`config.mk`:
```
export PLATFORM = sky130hd
export DESIGN_NAME = truth_table_sweeper_flat
export DESIGN_NICKNAME = d
export VERILOG_FILES = /design/src/rtl/truth_table_sweeper_if.sv /design/src/rtl/truth_table_sweeper.sv /design/src/flat_wrapper.sv
export SDC_FILE = /design/constraint.sdc
export NUM_CORES = 1
export LEC_CHECK = 0
export ABC_AREA = 1
export BUFFER_PORTS_ARGS = -buffer_cell sky130_fd_sc_hd__buf_2
export CAP_MARGIN = 20
export CORE_UTILIZATION = 35
export DETAILED_ROUTE_END_ITERATION = 12
export PLACE_DENSITY = 0.57
export SLEW_MARGIN = 20
export SYNTH_ARGS = -nofsm -noshare
export SYNTH_HDL_FRONTEND = slang
export SYNTH_SLANG_ARGS = --single-unit
```
`constraint.sdc`:
```
create_clock -name clk -period 1.39 [get_ports clk]
set_input_delay 0.139 -clock clk [delete_from_list [all_inputs] [get_ports clk]]
set_output_delay 0.139 -clock clk [all_outputs]
set_load 0.05 [all_outputs]
```
`src/rtl/truth_table_sweeper_if.sv`:
```
// Handshake/result bundle between the truth-table sweeper and the environment
// that hosts the two implementations under comparison.
interface truth_table_sweeper_if #(
    parameter int N_IN = 2
);
    logic            start;
    logic            abort;
    logic            r_a;
    logic            r_b;
    logic [N_IN-1:0] vec;
    logic            busy;
    logic            done;
    logic            pass;
    logic [N_IN:0]   mism_cnt;
    logic [N_IN-1:0] first_bad;
    logic            first_valid;

    modport master (
        output start, abort, r_a, r_b,
        input  vec, busy, done, pass, mism_cnt, first_bad, first_valid
    );

    modport slave (
        input  start, abort, r_a, r_b,
        output vec, busy, done, pass, mism_cnt, first_bad, first_valid
    );
endinterface

```
`src/rtl/truth_table_sweeper.sv`:
```
// Walks every N_IN-bit input vector into two implementations of one boolean
// function, compares their outputs per vector and reports mismatch statistics.
module truth_table_sweeper #(
    parameter int N_IN   = 2,
    parameter int SETTLE = 1
) (
    input logic                 clk,
    input logic                 rst_n,
    truth_table_sweeper_if.slave bus
);
    localparam int CNT_W = $clog2(SETTLE + 2);
    localparam logic [CNT_W-1:0] CNT_RELOAD = CNT_W'(SETTLE);

    typedef enum logic [1:0] {
        S_IDLE,
        S_WAIT,
        S_SAMPLE,
        S_DONE
    } state_t;

    state_t          state_q;
    logic [N_IN-1:0] vec_q;
    logic [CNT_W-1:0] cnt_q;
    logic            busy_q;
    logic            done_q;
    logic            pass_q;
    logic [N_IN:0]   mism_q;
    logic [N_IN-1:0] first_bad_q;
    logic            first_valid_q;

    logic            miss_d;
    logic [N_IN:0]   mism_d;
    logic [N_IN-1:0] vec_d;
    logic            last_vec_d;

    always_comb begin
        miss_d     = bus.r_a ^ bus.r_b;
        mism_d     = mism_q + (N_IN + 1)'(miss_d);
        vec_d      = vec_q + N_IN'(1);
        last_vec_d = &vec_q;
    end

    always_ff @(posedge clk or negedge rst_n) begin
        if (!rst_n) begin
            state_q       <= S_IDLE;
            vec_q         <= '0;
            cnt_q         <= '0;
            busy_q        <= 1'b0;
            done_q        <= 1'b0;
            pass_q        <= 1'b0;
            mism_q        <= '0;
            first_bad_q   <= '0;
            first_valid_q <= 1'b0;
        end else begin
            done_q <= 1'b0;
            case (state_q)
                S_IDLE: begin
                    // abort has priority over a simultaneous start
                    if (bus.start && !bus.abort) begin
                        vec_q         <= '0;
                        busy_q        <= 1'b1;
                        mism_q        <= '0;
                        first_bad_q   <= '0;
                        first_valid_q <= 1'b0;
                        cnt_q         <= CNT_RELOAD;
                        state_q       <= (SETTLE == 0) ? S_SAMPLE : S_WAIT;
                    end
                end
                S_WAIT: begin
                    if (bus.abort) begin
                        state_q <= S_IDLE;
                        busy_q  <= 1'b0;
                        pass_q  <= 1'b0;
                    end else begin
                        cnt_q <= cnt_q - CNT_W'(1);
                        if (cnt_q <= CNT_W'(1)) begin
                            state_q <= S_SAMPLE;
                        end
                    end
                end
                S_SAMPLE: begin
                    // an abort discards the comparison of the current vector
                    if (bus.abort) begin
                        state_q <= S_IDLE;
                        busy_q  <= 1'b0;
                        pass_q  <= 1'b0;
                    end else begin
                        if (miss_d) begin
                            mism_q <= mism_d;
                            if (!first_valid_q) begin
                                first_bad_q   <= vec_q;
                                first_valid_q <= 1'b1;
                            end
                        end
                        if (last_vec_d) begin
                            state_q <= S_DONE;
                            done_q  <= 1'b1;
                            busy_q  <= 1'b0;
                            pass_q  <= (mism_d == '0);
                        end else begin
                            vec_q   <= vec_d;
                            cnt_q   <= CNT_RELOAD;
                            state_q <= (SETTLE == 0) ? S_SAMPLE : S_WAIT;
                        end
                    end
                end
                S_DONE: begin
                    state_q <= S_IDLE;
                end
                default: begin
                    state_q <= S_IDLE;
                end
            endcase
        end
    end

    assign bus.vec         = vec_q;
    assign bus.busy        = busy_q;
    assign bus.done        = done_q;
    assign bus.pass        = pass_q;
    assign bus.mism_cnt    = mism_q;
    assign bus.first_bad   = first_bad_q;
    assign bus.first_valid = first_valid_q;
endmodule

```
`src/flat_wrapper.sv`:
```
// flat-port wrapper written by rule: the top's interface ports become plain ports
module truth_table_sweeper_flat 
#(
    parameter int N_IN   = 2,
    parameter int SETTLE = 1
)
  (clk, rst_n, bus_start, bus_abort, bus_r_a, bus_r_b, bus_vec, bus_busy, bus_done, bus_pass, bus_mism_cnt, bus_first_bad, bus_first_valid);
  truth_table_sweeper_if #(.N_IN(N_IN)) bus_i ();
  input logic clk;
  input logic rst_n;
  input wire logic [$bits(bus_i.start)-1:0] bus_start;
  input wire logic [$bits(bus_i.abort)-1:0] bus_abort;
  input wire logic [$bits(bus_i.r_a)-1:0] bus_r_a;
  input wire logic [$bits(bus_i.r_b)-1:0] bus_r_b;
  output wire logic [$bits(bus_i.vec)-1:0] bus_vec;
  output wire logic [$bits(bus_i.busy)-1:0] bus_busy;
  output wire logic [$bits(bus_i.done)-1:0] bus_done;
  output wire logic [$bits(bus_i.pass)-1:0] bus_pass;
  output wire logic [$bits(bus_i.mism_cnt)-1:0] bus_mism_cnt;
  output wire logic [$bits(bus_i.first_bad)-1:0] bus_first_bad;
  output wire logic [$bits(bus_i.first_valid)-1:0] bus_first_valid;
  assign bus_i.start = bus_start;
  assign bus_i.abort = bus_abort;
  assign bus_i.r_a = bus_r_a;
  assign bus_i.r_b = bus_r_b;
  assign bus_vec = bus_i.vec;
  assign bus_busy = bus_i.busy;
  assign bus_done = bus_i.done;
  assign bus_pass = bus_i.pass;
  assign bus_mism_cnt = bus_i.mism_cnt;
  assign bus_first_bad = bus_i.first_bad;
  assign bus_first_valid = bus_i.first_valid;
  truth_table_sweeper #(.N_IN(N_IN), .SETTLE(SETTLE)) u_core (.clk(clk), .rst_n(rst_n), .bus(bus_i));
endmodule
```
# Yosys cells after proc, flatten, opt, wreduce, memory -nomap -nowiden
# Cells that the tools add are included.
# W data, S select, Z words.
[totals]
output_inout_bits = 11
rom_bits = 0
register_bits = 15
n_memories = 0
latch_bits = 0
elab_cells = 78
ram_bits = 0
[classes]
muxes = 37
bitwise_logic = 1
order_cmp = 1
shift = 0
div = 0
eq_ne = 12
n_addsub = 3
multipliers = 0
n_reduce_logical = 15
[ops]
columns = ["op", "count"]
rows = [
  ["$mux W2", 14],
  ["$mux W1", 12],
  ["$reduce_and A4 Y1", 3],
  ["$ne A2 B2 Y1 const B", 5],
  ["$reduce_and A5 Y1", 2],
  ["$mux W3", 3],
  ["$pmux W2 S2", 2],
  ["$pmux W2 S4", 1],
  ["$ne A3 B2 Y1 const B", 2],
  ["$pmux W2 S3", 1],
  ["$pmux W3 S2", 1],
  ["$eq A2 B2 Y1 const B", 2],
  ["$ne A2 B1 Y1 const B", 2],
  ["$pmux W1 S2", 2],
  ["$reduce_and A2 Y1", 2],
  ["$reduce_bool A2 Y1", 2],
  ["$add A3 B1 Y3", 1],
  ["$logic_not A3 Y1", 1],
  ["$pmux W1 S3", 1],
  ["$reduce_and A3 Y1", 1],
  ["$reduce_bool A3 Y1", 1],
  ["$add A2 B1 Y2 const B", 1],
  ["$eq A2 B1 Y1 const B", 1],
  ["$le A2 B1 Y1 const B", 1],
  ["other kinds (5)", 5],
]

# Depth between registers and ports, before layout
[depth]
depth_word = 6
mapped_depth = 9
ltp_nobuf = 9

# Worst setup path after synthesis
# No wires, ideal clock.
[synth_path]
path_kind = "flip-flop to flip-flop"
startpoint = "reg u_core.mism_q[0] (netlist: u_core.bus.mism_cnt[0])"
endpoint = "reg u_core.pass_q (netlist: u_core.bus.pass)"
stages_incl_launch_ff = 7
path_buffers = 0
arrival_ps = 1446
setup_slack_ps = -139
period_less_slack_ps = 1529
cell_sequence = "dfrtp_1 ha_1 ha_1 xor2_1 nor2_1 nand2_1 o21ai_0"
[synth_via]
elab_chain_len = 5
[synth_rtl]
columns = ["element", "line", "text"]
rows = [
  ["start: declaration", "truth_table_sweeper.sv:27", "logic [N_IN:0] mism_q;"],
  ["start signal: assignment", "truth_table_sweeper.sv:89", "mism_q <= mism_d;"],
  ["$add A3 B1 Y3", "truth_table_sweeper.sv:38", "mism_d = mism_q + (N_IN + 1)'(miss_d);"],
  ["$logic_not A3 Y1", "truth_table_sweeper.sv:99", "pass_q <= (mism_d == '0);"],
  ["$mux W1", "truth_table_sweeper.sv:95", "if (last_vec_d) begin"],
  ["$mux W1", "truth_table_sweeper.sv:83", "if (bus.abort) begin"],
  ["$pmux W1 S2", "truth_table_sweeper.sv:56", "case (state_q)"],
  ["end signal: assignment", "truth_table_sweeper.sv:99", ""],
  ["end: declaration", "truth_table_sweeper.sv:26", "logic pass_q;"],
]
# No other way between the ends. The select of a mux whose other input is x is not followed.
# A chain may end at the register's enable or synchronous reset.

# Final worst setup path
[layout_path]
startpoint = "reg u_core.state_q[0]"
endpoint = "reg u_core.first_bad_q[0] (netlist: u_core.bus.first_bad[0])"
[layout_via]
elab_chain_len = 3
elab_cells_between_ends = 9
classes_between = "eq/ne (5); mux (1); reduce/logical (3)"
[layout_rtl]
columns = ["element", "line", "text"]
rows = [
  ["start: declaration", "truth_table_sweeper.sv:21", "state_t state_q;"],
  ["start signal: assignment", "truth_table_sweeper.sv:66", "state_q <= (SETTLE == 0) ? S_SAMPLE : S_WAIT;"],
  ["start signal: assignment", "truth_table_sweeper.sv:103", "state_q <= (SETTLE == 0) ? S_SAMPLE : S_WAIT;"],
  ["$eq A2 B2 Y1 / $logic_not A2 Y1 (equally long branches)", "truth_table_sweeper.sv:56", ""],
  ["$ne A2 B2 Y1 (no source line) (tied with other cells)", "--", ""],
  ["$reduce_and A5 Y1 (no source line)", "--", ""],
  ["end signal: assignment", "truth_table_sweeper.sv:91", "first_bad_q <= vec_q;"],
  ["end: declaration", "truth_table_sweeper.sv:28", "logic [N_IN-1:0] first_bad_q;"],
]
# Parallel ways exist; a longest one is shown, timed or not.

==> results_dict.tcl <==
set metrics [dict create \
    max_cap_violations 0 \
    synth_cell_types 18 \
    hold_depth 2 \
    mostFrequentLayoutCells "32 x nand2_1, 16 x buf_2, 12 x dfrtp_1" \
    ctsRootBufferMaster "clkbuf_4" \
    wirelength_um 1850 \
    port_buffers 16 \
    drv_slew 0 \
    whs_ps 113 \
    status "completed" \
    drtIter0Drc 9 \
    power_density_nw_per_um2 1700 \
    yosysWarnings 0 \
    tritoncts "done" \
    startpoint_type "flop" \
    synth_area_um2 910 \
    chipWidth_um 53.0 \
    start_util 0.367 \
    cp_num_cells 8 \
    critPathArrivalTime_ps 1520 \
    first_pass_iters 4 \
    io_pins 17 \
    numClockSinks 15 \
    finalHoldViolations 0 \
    fin_nets 158 \
    cp_data_required_time_ps 1580 \
    finalClockSkew_ps 1.14 \
    grt-ovfl-total 0 \
    finalSetupViolations 0 \
    ff2ff_path_depth 8 \
    cp_top_family "flip-flops" \
    clk_latency_ps 290 \
    core_area_um2 2480 \
    syn_inst 115 \
    cp_max_fo 5 \
    yosysSeqAreaShare 0.413 \
    rsz0062_at_grt "yes" \
    power.total_mw 2.11 \
    clockBufferDepth 2 \
    dpl.hpwl_um 1390 \
    max_stage_delay_ps 420 \
    criticalPathCategory "reg -> reg" \
    cts_buffers 3 \
    post_synth.cell_area_avg_um2 7.91 \
    num-fill-cells 248 \
    vias 832 \
    grt_max_degree 16 \
    path_clk_slew_ps 90 \
    slowest_stage "dfrtp_1" \
    antenna_found_initial 0 \
    critPathCaptureType "flop" \
    drc_errors 0 \
    holdCritPathClass "in -> reg" \
    p_leak_nw 0.638 \
    ant_nets 0 \
    slew_headroom 0.767 \
    min_period_ps 1330 \
    grt_pass1_vias 726 \
    diodes 0 \
    tightest_slew_ps 349 \
    globalplace.congestion 0.707 \
    grt_pass1_wl_um 3020 \
    die-height_um 53.0 \
    fmax_mhz 751 \
    fin_crit_sh 0.957 \
    synthToLayoutAreaGrowth_pct 36.5 \
    peakVddDrop_v 0.000887 \
    drive_above_1_share 0.420 \
    synth_nets 129 \
    grt_util_all_layers 0.151 \
    vias_per_cell 4.81 \
    crit_chain "inv_2 -> ha_4 -> inv_4 -> buf_4 -> nand4_1 -> nand2_1 -> nand4_1 -> nand2_1" \
    die_area_um2 2810 \
    htreeDepth 1 \
    ys_seq_elements 15 \
    crit_buf_inv 3 \
    routedWlPerCell_um 10.7 \
    std_cell_rows 18 \
    mostFrequentLayoutCell "nand2_1" \
]
-- per-layer routing --
layer / track usage / vias to the layer above / part of all wire
met5: 0 / - / 0
met4: 0.0921 / 0 / 0.027
met3: 0.0259 / 5 / 0.028
met2: 0.238 / 13 / 0.47
met1: 0.191 / 387 / 0.48
li1: - / 427 / -
-- power by group --
part	total, mW	leakage [nW]	switching (mW)	internal [mW]
Sequential	0.621	0.195	0.0835	0.537
Clock	0.257	0.0150	0.145	0.112
Combinational	1.23	0.427	0.780	0.455
-- path summary, 6_finish.rpt --
path,startpoint,end,slack [ps]
worst max-delay path,u_core.state_q[0],u_core.bus.first_bad[0],60
worst min-delay path,bus_abort,u_core.bus.done,110
worst max register to register,u_core.state_q[0],u_core.bus.first_bad[0],60
worst min register to register,u_core.bus.first_bad[0],u_core.bus.first_bad[0],470
max in group asynchronous,rst_n,u_core.state_q[1],830
min in group asynchronous,rst_n,u_core.bus.mism_cnt[0],290
-- sequential cells by signal (all words and copies together) (netlist names) --
name / flops
u_core.bus.pass: 1
u_core.bus.done: 1
u_core.bus.first_valid: 1
u_core.cnt_q: 2
u_core.bus.mism_cnt: 3
u_core.bus.vec: 2
u_core.bus.first_bad: 2
u_core.state_q: 2
u_core.bus.busy: 1
-- cell usage after synthesis --
master	number	area, um2
a21oi_1	2	10.0
buf_6	1	11.3
dfrtp_1	15	375
ha_1	8	100
inv_1	10	37.5
inv_2	3	11.3
nand2_1	40	150
nand2_2	2	12.5
nand2_4	2	22.5
nand3_1	3	15.0
nand3_2	3	30.0
nand4_1	4	25.0
nor2_1	10	37.5
nor2_4	1	11.3
o21ai_0	3	15.0
o21ai_1	6	30.0
or2_2	1	6.26
xor2_1	1	8.76
-- cell type report --
type | count | area, um2 | area share
sequential | 15 | 379 | 0.305
multi-input combinational | 86 | 589 | 0.475
inverter | 13 | 51.3 | 0.0413
timing repair buffer | 25 | 158 | 0.127
tap | 30 | 37.5 | 0.0302
clock buffer | 4 | 26.3 | 0.0212
-- timing repair --
action	CTS	global route
hold endpoints to repair	15	0
gates resized for setup	3	29
buffers inserted	0	4
hold buffers	1	0
setup endpoints to repair	12	13
pin swaps	0	9
-- through the flow --
step	cell area (um2)	setup WS [ps]	cells	setup TNS (ps)	util
floorplan	915	-4.75	115	-4.75	-
global placement	1050	-42.7	164	-42.7	0.424
detailed placement	1050	-55.2	164	-210	0.424
CTS	1090	2.33	169	0	0.442
global route	1240	-48.4	173	-133	0.501
finish	1240	59.3	173	0	0.501
-- cells by family (layout without fill, tap and decap cells) --
| group | after synthesis | count (layout) | share of synthesized area |
|---|---|---|---|
| fa+ha+maj | 8 | 8 | 0.110 |
| xor+xnor | 1 | 1 | 0.00963 |
| compound gates | 11 | 11 | 0.0605 |
| simple gates | 66 | 66 | 0.341 |
| flops | 15 | 15 | 0.413 |
| buf+inv | 14 | 42 | 0.0660 |
No activity file was read; power rests on OpenSTA's default activity.
